[src/rtl/addsub_pkg.sv]
// Shared types and constants for the bit-serial adder/subtractor.
package addsub_pkg;

    localparam int ADDSUB_W = 4;

    typedef enum logic [1:0] {
        IDLE  = 2'd0,
        SHIFT = 2'd1,
        DONE  = 2'd2
    } state_t;

    // A 1-bit counter still needs one bit even when $clog2 would return 0.
    function automatic int cnt_width(input int w);
        return (w < 2) ? 1 : $clog2(w);
    endfunction

endpackage

[src/rtl/serial_addsub_fa_cell.sv]
// Single-bit full adder; the only arithmetic cell in the serial datapath.
module fa_cell (
    input  logic a,
    input  logic b,
    input  logic cin,
    output logic s,
    output logic cout
);

    assign s    = a ^ b ^ cin;
    assign cout = (a & b) | (a & cin) | (b & cin);

endmodule

[src/rtl/serial_addsub.sv]
// Bit-serial W-bit adder/subtractor, LSB first, one bit per clock.
// Optional signed-overflow output ovf when SERIAL_ADDSUB_OVF_EN is defined.
module serial_addsub
    import addsub_pkg::*;
#(
    parameter int W = ADDSUB_W
) (
    input  logic         clk,
    input  logic         rst_n,
    input  logic         start,
    input  logic         sub,
    input  logic [W-1:0] a,
    input  logic [W-1:0] b,
    output logic         busy,
    output logic         done,
    output logic [W-1:0] result,
    output logic         cout
`ifdef SERIAL_ADDSUB_OVF_EN
    ,
    output logic         ovf
`endif
);

    localparam int            CW   = cnt_width(W);
    localparam logic [CW-1:0] LAST = CW'(W - 1);

    state_t         state, state_nx;
    logic [W-1:0]   a_sh, b_sh, sum_sh;
    logic           carry, sub_q;
    logic [CW-1:0]  cnt;
    logic           load, last_bit;
    logic           fa_s, fa_c;

    fa_cell u_fa (
        .a    (a_sh[0]),
        .b    (b_sh[0]),
        .cin  (carry),
        .s    (fa_s),
        .cout (fa_c)
    );

    always_ff @(posedge clk or negedge rst_n) begin
        if (!rst_n) state <= IDLE;
        else        state <= state_nx;
    end

    always_comb begin
        state_nx = state;
        busy     = 1'b0;
        done     = 1'b0;
        load     = 1'b0;
        last_bit = 1'b0;
        case (state)
            IDLE: begin
                if (start) begin
                    load     = 1'b1;
                    state_nx = SHIFT;
                end
            end
            SHIFT: begin
                busy = 1'b1;
                if (cnt == LAST) begin
                    last_bit = 1'b1;
                    state_nx = DONE;
                end
            end
            DONE: begin
                done = 1'b1;
                if (start) begin
                    load     = 1'b1;
                    state_nx = SHIFT;
                end else begin
                    state_nx = IDLE;
                end
            end
            default: state_nx = IDLE;
        endcase
    end

    // Subtraction is A + ~B + 1: B is inverted at load and the carry seeded with 1.
    always_ff @(posedge clk or negedge rst_n) begin
        if (!rst_n) begin
            a_sh   <= '0;
            b_sh   <= '0;
            sum_sh <= '0;
            carry  <= 1'b0;
            sub_q  <= 1'b0;
            cnt    <= '0;
            result <= '0;
            cout   <= 1'b0;
        end else if (load) begin
            a_sh  <= a;
            b_sh  <= sub ? ~b : b;
            carry <= sub;
            sub_q <= sub;
            cnt   <= '0;
        end else if (state == SHIFT) begin
            a_sh   <= a_sh >> 1;
            b_sh   <= b_sh >> 1;
            sum_sh <= {fa_s, sum_sh[W-1:1]};
            carry  <= fa_c;
            cnt    <= cnt + 1'b1;
            if (last_bit) begin
                result <= {fa_s, sum_sh[W-1:1]};
                cout   <= fa_c ^ sub_q;
            end
        end
    end

`ifdef SERIAL_ADDSUB_OVF_EN
    // On the last bit the carry register holds the carry into the MSB.
    always_ff @(posedge clk or negedge rst_n) begin
        if (!rst_n)        ovf <= 1'b0;
        else if (last_bit) ovf <= carry ^ fa_c;
    end
`endif

endmodule

[config.mk]
export PLATFORM = sky130hd
export DESIGN_NAME = serial_addsub
export DESIGN_NICKNAME = d
export VERILOG_FILES = /design/src/rtl/addsub_pkg.sv /design/src/rtl/serial_addsub_fa_cell.sv /design/src/rtl/serial_addsub.sv
export SDC_FILE = /design/constraint.sdc
export NUM_CORES = 1
export LEC_CHECK = 0
export BUFFER_PORTS_ARGS = -buffer_cell sky130_fd_sc_hd__buf_4
export CORE_MARGIN = 2
export CORE_UTILIZATION = 47
export CTS_CLUSTER_DIAMETER = 30
export DETAILED_ROUTE_END_ITERATION = 12
export HOLD_SLACK_MARGIN = 0.15
export MAX_ROUTING_LAYER = met4
export PLACE_DENSITY_LB_ADDON = 0.05
export SYNTH_ARGS = -nofsm -noshare
export SYNTH_HDL_FRONTEND = slang
export SYNTH_SLANG_ARGS = --single-unit
[constraint.sdc]
create_clock -name clk -period 1.3 [get_ports clk]
set_clock_uncertainty 0.15 [all_clocks]
set_input_delay 0.26 -clock clk [delete_from_list [all_inputs] [get_ports clk]]
set_output_delay 0.26 -clock clk [all_outputs]
set_load 0.01 [all_outputs]
* Yosys cells after proc, flatten, opt, wreduce, memory -nomap -nowiden
Cells that the tools add are included.
** Word-level totals
- Input port bits :: 12
- Logic and storage cells :: 50
- Output and inout port bits :: 7
- Bits in registers :: 23
** Operators by class
- Reduce and logical (&&, ||, !) cells :: 6
- Mux-type cells :: 19
- Bitwise gates (word level) :: 10
- $add $sub $neg :: 1
- Equality and inequality tests :: 5
** Operator list (count)
- $mux 4 :: 5
- $mux 1 :: 9
- $mux 2 :: 4
- $pmux 2 s3 :: 1
- $eq 2x2->1 const B :: 2
- $ne 2x2->1 const B :: 2
- $not 4->4 :: 1
- $reduce_and 2->1 :: 2
- $and 1x1->1 :: 3
- $reduce_and 3->1 :: 1
- $xor 1x1->1 :: 3
- $add 2x1->2 const B :: 1
- $eq 2x1->1 const B :: 1
- $logic_not 2->1 :: 1
- $or 1x1->1 :: 2
- $reduce_bool 2->1 :: 1
- $reduce_or 2->1 :: 1
- $not 1->1 :: 1

* Depth between registers and ports, before layout
- Depth after elaboration :: 5
- Gate-level depth with buffers :: 6
- Mapped depth without buffers :: 4

* Modules after synthesis
A second synthesis with hierarchy kept.
** Unflattened totals
- Cells, all modules :: 75
- Area total of the unflattened synthesis :: 967.2 µm²
** By module, submodules not included
- serial_addsub :: instances 1, sequential area each 550.5 µm², area an instance 947.2 µm², cells each 74
- fa_cell :: instances 1, sequential area each 0.0 µm², area an instance 20.0 µm², cells each 1

* Worst setup path after synthesis
OpenSTA, ideal clock, no wires.
- Path type :: register -> register
- Start point :: register carry
- End point :: register carry
- Path buffers :: 0
- Data arrival time :: 1131 ps
- Required time :: 1024 ps
- Setup slack :: -107 ps
- Clock period less this slack :: 1407 ps
- Cell stages (with the launch flop) :: 3
- Cells stage by stage :: dfrtp_1 > fa_1 > a221o_1
** Between the ends
- Word-level cells in the longest chain between the ends :: 5
- Elaborated cells on any way between the ends :: 6
- Those cells by class :: mux (2); bitwise (4)
** Ends and longest elaborated chain
- from (decl) :: line serial_addsub.sv:29 : logic carry, sub_q;
- from (signal assigned) :: line serial_addsub.sv:94 : carry <= sub;
- $and 1x1->1 :: line serial_addsub_fa_cell.sv:11 : assign cout = (a & b) | (a & cin) | (b & cin);
- $or 1x1->1 :: line serial_addsub_fa_cell.sv:11
- $or 1x1->1 * :: line serial_addsub_fa_cell.sv:11
- $mux 1 * :: line serial_addsub.sv:97 : end else if (state == SHIFT) begin
- $mux 1 * :: line serial_addsub.sv:91 : end else if (load) begin
Every way passes the cells marked *; elsewhere a longest branch is shown, timed or not. The select of a mux whose other input is x is not followed.
A chain may end at the register's enable or synchronous reset.

* Final worst setup path
- Start point :: register state[1]
- End point :: output port busy
** Between the ends
- Word-level cells in the longest chain between the ends :: 2
** Ends and longest elaborated chain
- from (decl) :: line serial_addsub.sv:27 : state_t state, state_nx;
- from (signal assigned) :: line serial_addsub.sv:44 : else state <= state_nx;
- $eq 2x1->1 :: line serial_addsub.sv:53 : case (state)
- $mux 1 :: line serial_addsub.sv:53
- to (decl) :: line serial_addsub.sv:14 : output logic busy,
Every way passes these cells.

==> results.toml <==
[logic_synthesis]
syn_area_per_cell_um2 = 11.8
netlist.area_leader.share_pct = 57.6
synth_top_flop_cell = "dfrtp_1"
ys_async_sr_fraction_pct = 100
ys_seq_area_share_pct = 57.6
yosys.area.top_type = "dfrtp_1"
ys_warn_count = 0
syn_nets = 95
postSynthCellCount = 81
ys_types = 29
synthTopCellsByArea = "dfrtp_1, nand2_1, mux2_2, a221o_1, xnor2_1"
synth-edff-count = 0
synth_area_um2 = 956
ys_seq_elements = 22

[worst_setup_path]
slowest_delay_ns = 0.41
crit_slowest_cell = "dfrtp_1"
start_kind = "flop"
cp_max_fo = 3
path_class = "reg2out"
worstSetupEndpointType = "output port"
cp_cell_sequence = "nand2b_4 -> inv_4 -> buf_6"
worst_ep_arrival_time_ns = 1.02
required_ns = 0.89

[cts]
root_buffer = "clkbuf_4"
cts_max_path_buffers = 2
htree_levels = 1
cts_tree = "yes"
cts.sinks = 22
clk_latency_ns = 0.30
clk_pin_slew_ns = 0.12
cts_buffers = 3

[drt]
viasPerCell = 5.11
drt_iter0_drc = 3
routedLengthMet1_um = 824
drc_errors = 0
top_layer = "met4"
num_vias = 736
first_pass_iters = 2
route.met2.wl_um = 968
wl_per_cell_um = 12.9
wl_met3_um = 53
antenna_left = 0
wirelength_mm = 1.86

[cells_and_area]
drive_gt1_share_pct = 42.7
diodes = 0
fillers = 157
nets = 133
syn2layout_area_growth_pct = 41.1
fin_cells = 144
final_common_cell = "buf_4"
layout_common_cells = "buf_4, dfrtp_1, nand2_1"

[run_status]
outcome = "complete, but fails checks"
violations = "setup timing"

[sta]
setup_viol = 15
rsz0062_at_grt = "yes"
fmax_mhz = 699
period_needed_ns = 1.43
hold_viol = 0
tightest_slew_ns = 0.294
drv_slew = 0
relSlewSlack_pct = 80.4
period_share_pct = 110
final.setup.worst_slack_ns = -0.130

[floorplan]
die_h_um = 49.1
die-area_mm2 = 0.00241
die_w_um = 49.1
core_mm2 = 0.00194
ios = 19
num_rows = 16
start_util_pct = 49.2

[global_route]
track_usage_pct = 19.0
grt_first_pass_wirelength_mm = 3.45
grt_start_max_net_pins = 23
overflow = 0
antenna_found_initial = 0
grt_pass1_vias = 780

[power]
pwr-share-comb_pct = 51.8
swShare_pct = 35.0
seq_power_share_pct = 38.7
power_mw = 3.21
ir_worst_vdd_mv = 1.30
leakagePower_nw = 0.663
power_switching_mw = 1.12
pwr-share-clk_pct = 9.5
powerDensity_mw_per_mm2 = 2380
p_int_mw = 2.08

[placement]
placed_cells = 130
port_buffers = 18
hpwl_mm = 1.27
place_congestion = 0.749
place_ws_ns = -0.110

[job]
maxCapViolations = 0

[hold_path]
hold_class = "in2reg"
[timing repair]
action	CTS	global route
endpoints found under the hold margin	28	0
pin swaps	3	4
hold buffers	6	0
setup endpoints to repair	16	22
setup buffers	4	2
resized for setup	8	4
[cell families after synthesis]
| family | share of synthesized area, % |
|---|---|
| AOI/OAI and AO/OA | 11.4 |
| buffers and inverters | 4.32 |
| muxes | 4.71 |
| DFF | 57.6 |
| and+or+nand+nor | 14.0 |
| adders and majority gates | 3.40 |
| xor gates and xnor gates | 4.58 |
[synthesized netlist by cell type (2+ instances only)]
cell     instances
a22o_1           3
dfrtp_1         22
nor2_1           5
mux2_2           4
a221o_1          4
nand3_1          2
buf_6            2
xnor2_1          4
o21ai_0          3
nand2_1         13
[power by group through the flow]
stage               Combinational (mW)  Sequential, mW  Clock, mW
finish                            1.66            1.24      0.304
global route                      1.83            1.29      0.338
CTS                               1.61            1.24      0.311
detailed placement                1.40            1.24          0
global placement                  1.38            1.22          0
floorplan                        0.944            1.22          0
[area by class of cell]
type                       instances  area [µm²]  share of cell area, %
sequential                        22         552                   40.9
multi-input combinational         53         427                   31.6
timing repair buffer              37         304                   22.5
tap                               27        33.8                   2.50
clock buffer                       3        22.5                   1.67
inverter                           2        10.0                  0.742
[worst max-delay path: cells and delay by family, from the launching register on]
kind	cells	cell delay [ns]
buffers and inverters	2	0.15
flip-flops	1	0.41
AND/OR/NAND/NOR	1	0.16
[metal layers]
metal / up-vias / track usage (%)
li1: 350 / -
met1: 370 / 23.0
met2: 14 / 32.7
met3: 2 / 2.76
met4: 0 / 5.71
met5: - / -
[state kept, by name, indices dropped and copies added, names as in the netlist]
register  cells
a_sh          4
b_sh          4
carry         1
cnt           2
cout          1
result        4
state         2
sub_q         1
sum_sh        3
[path summary, 6_finish.rpt]
check                            end       from  slack [ns]  cells after the start
min reg2reg                sum_sh[1]  sum_sh[1]        0.34                      2
min                          b_sh[1]       b[1]        0.14                      4
min in group asynchronous  result[1]      rst_n        0.22                      2
max                             busy   state[1]       -0.13                      3
max in group asynchronous   state[0]      rst_n        0.54                      2
max reg2reg                  b_sh[0]   state[1]       -0.12                      5
[per-stage QoR]
stage | instance area (µm²) | TNS (ns) | hold WS (ns) | utilization [%]
4_1_cts | 1320 | -1.49 | 0.148 | 68.2
6_report | 1350 | -1.27 | 0.143 | 69.5
5_1_grt | 1350 | -2.25 | 0.175 | 69.5
2_1_floorplan | 981 | -0.509 | -0.186 | -
3_3_place_gp | 1180 | -0.488 | 0.0158 | 60.7
3_5_place_dp | 1180 | -0.617 | 0.0198 | 60.7
(Power assumes the default switching activity.)
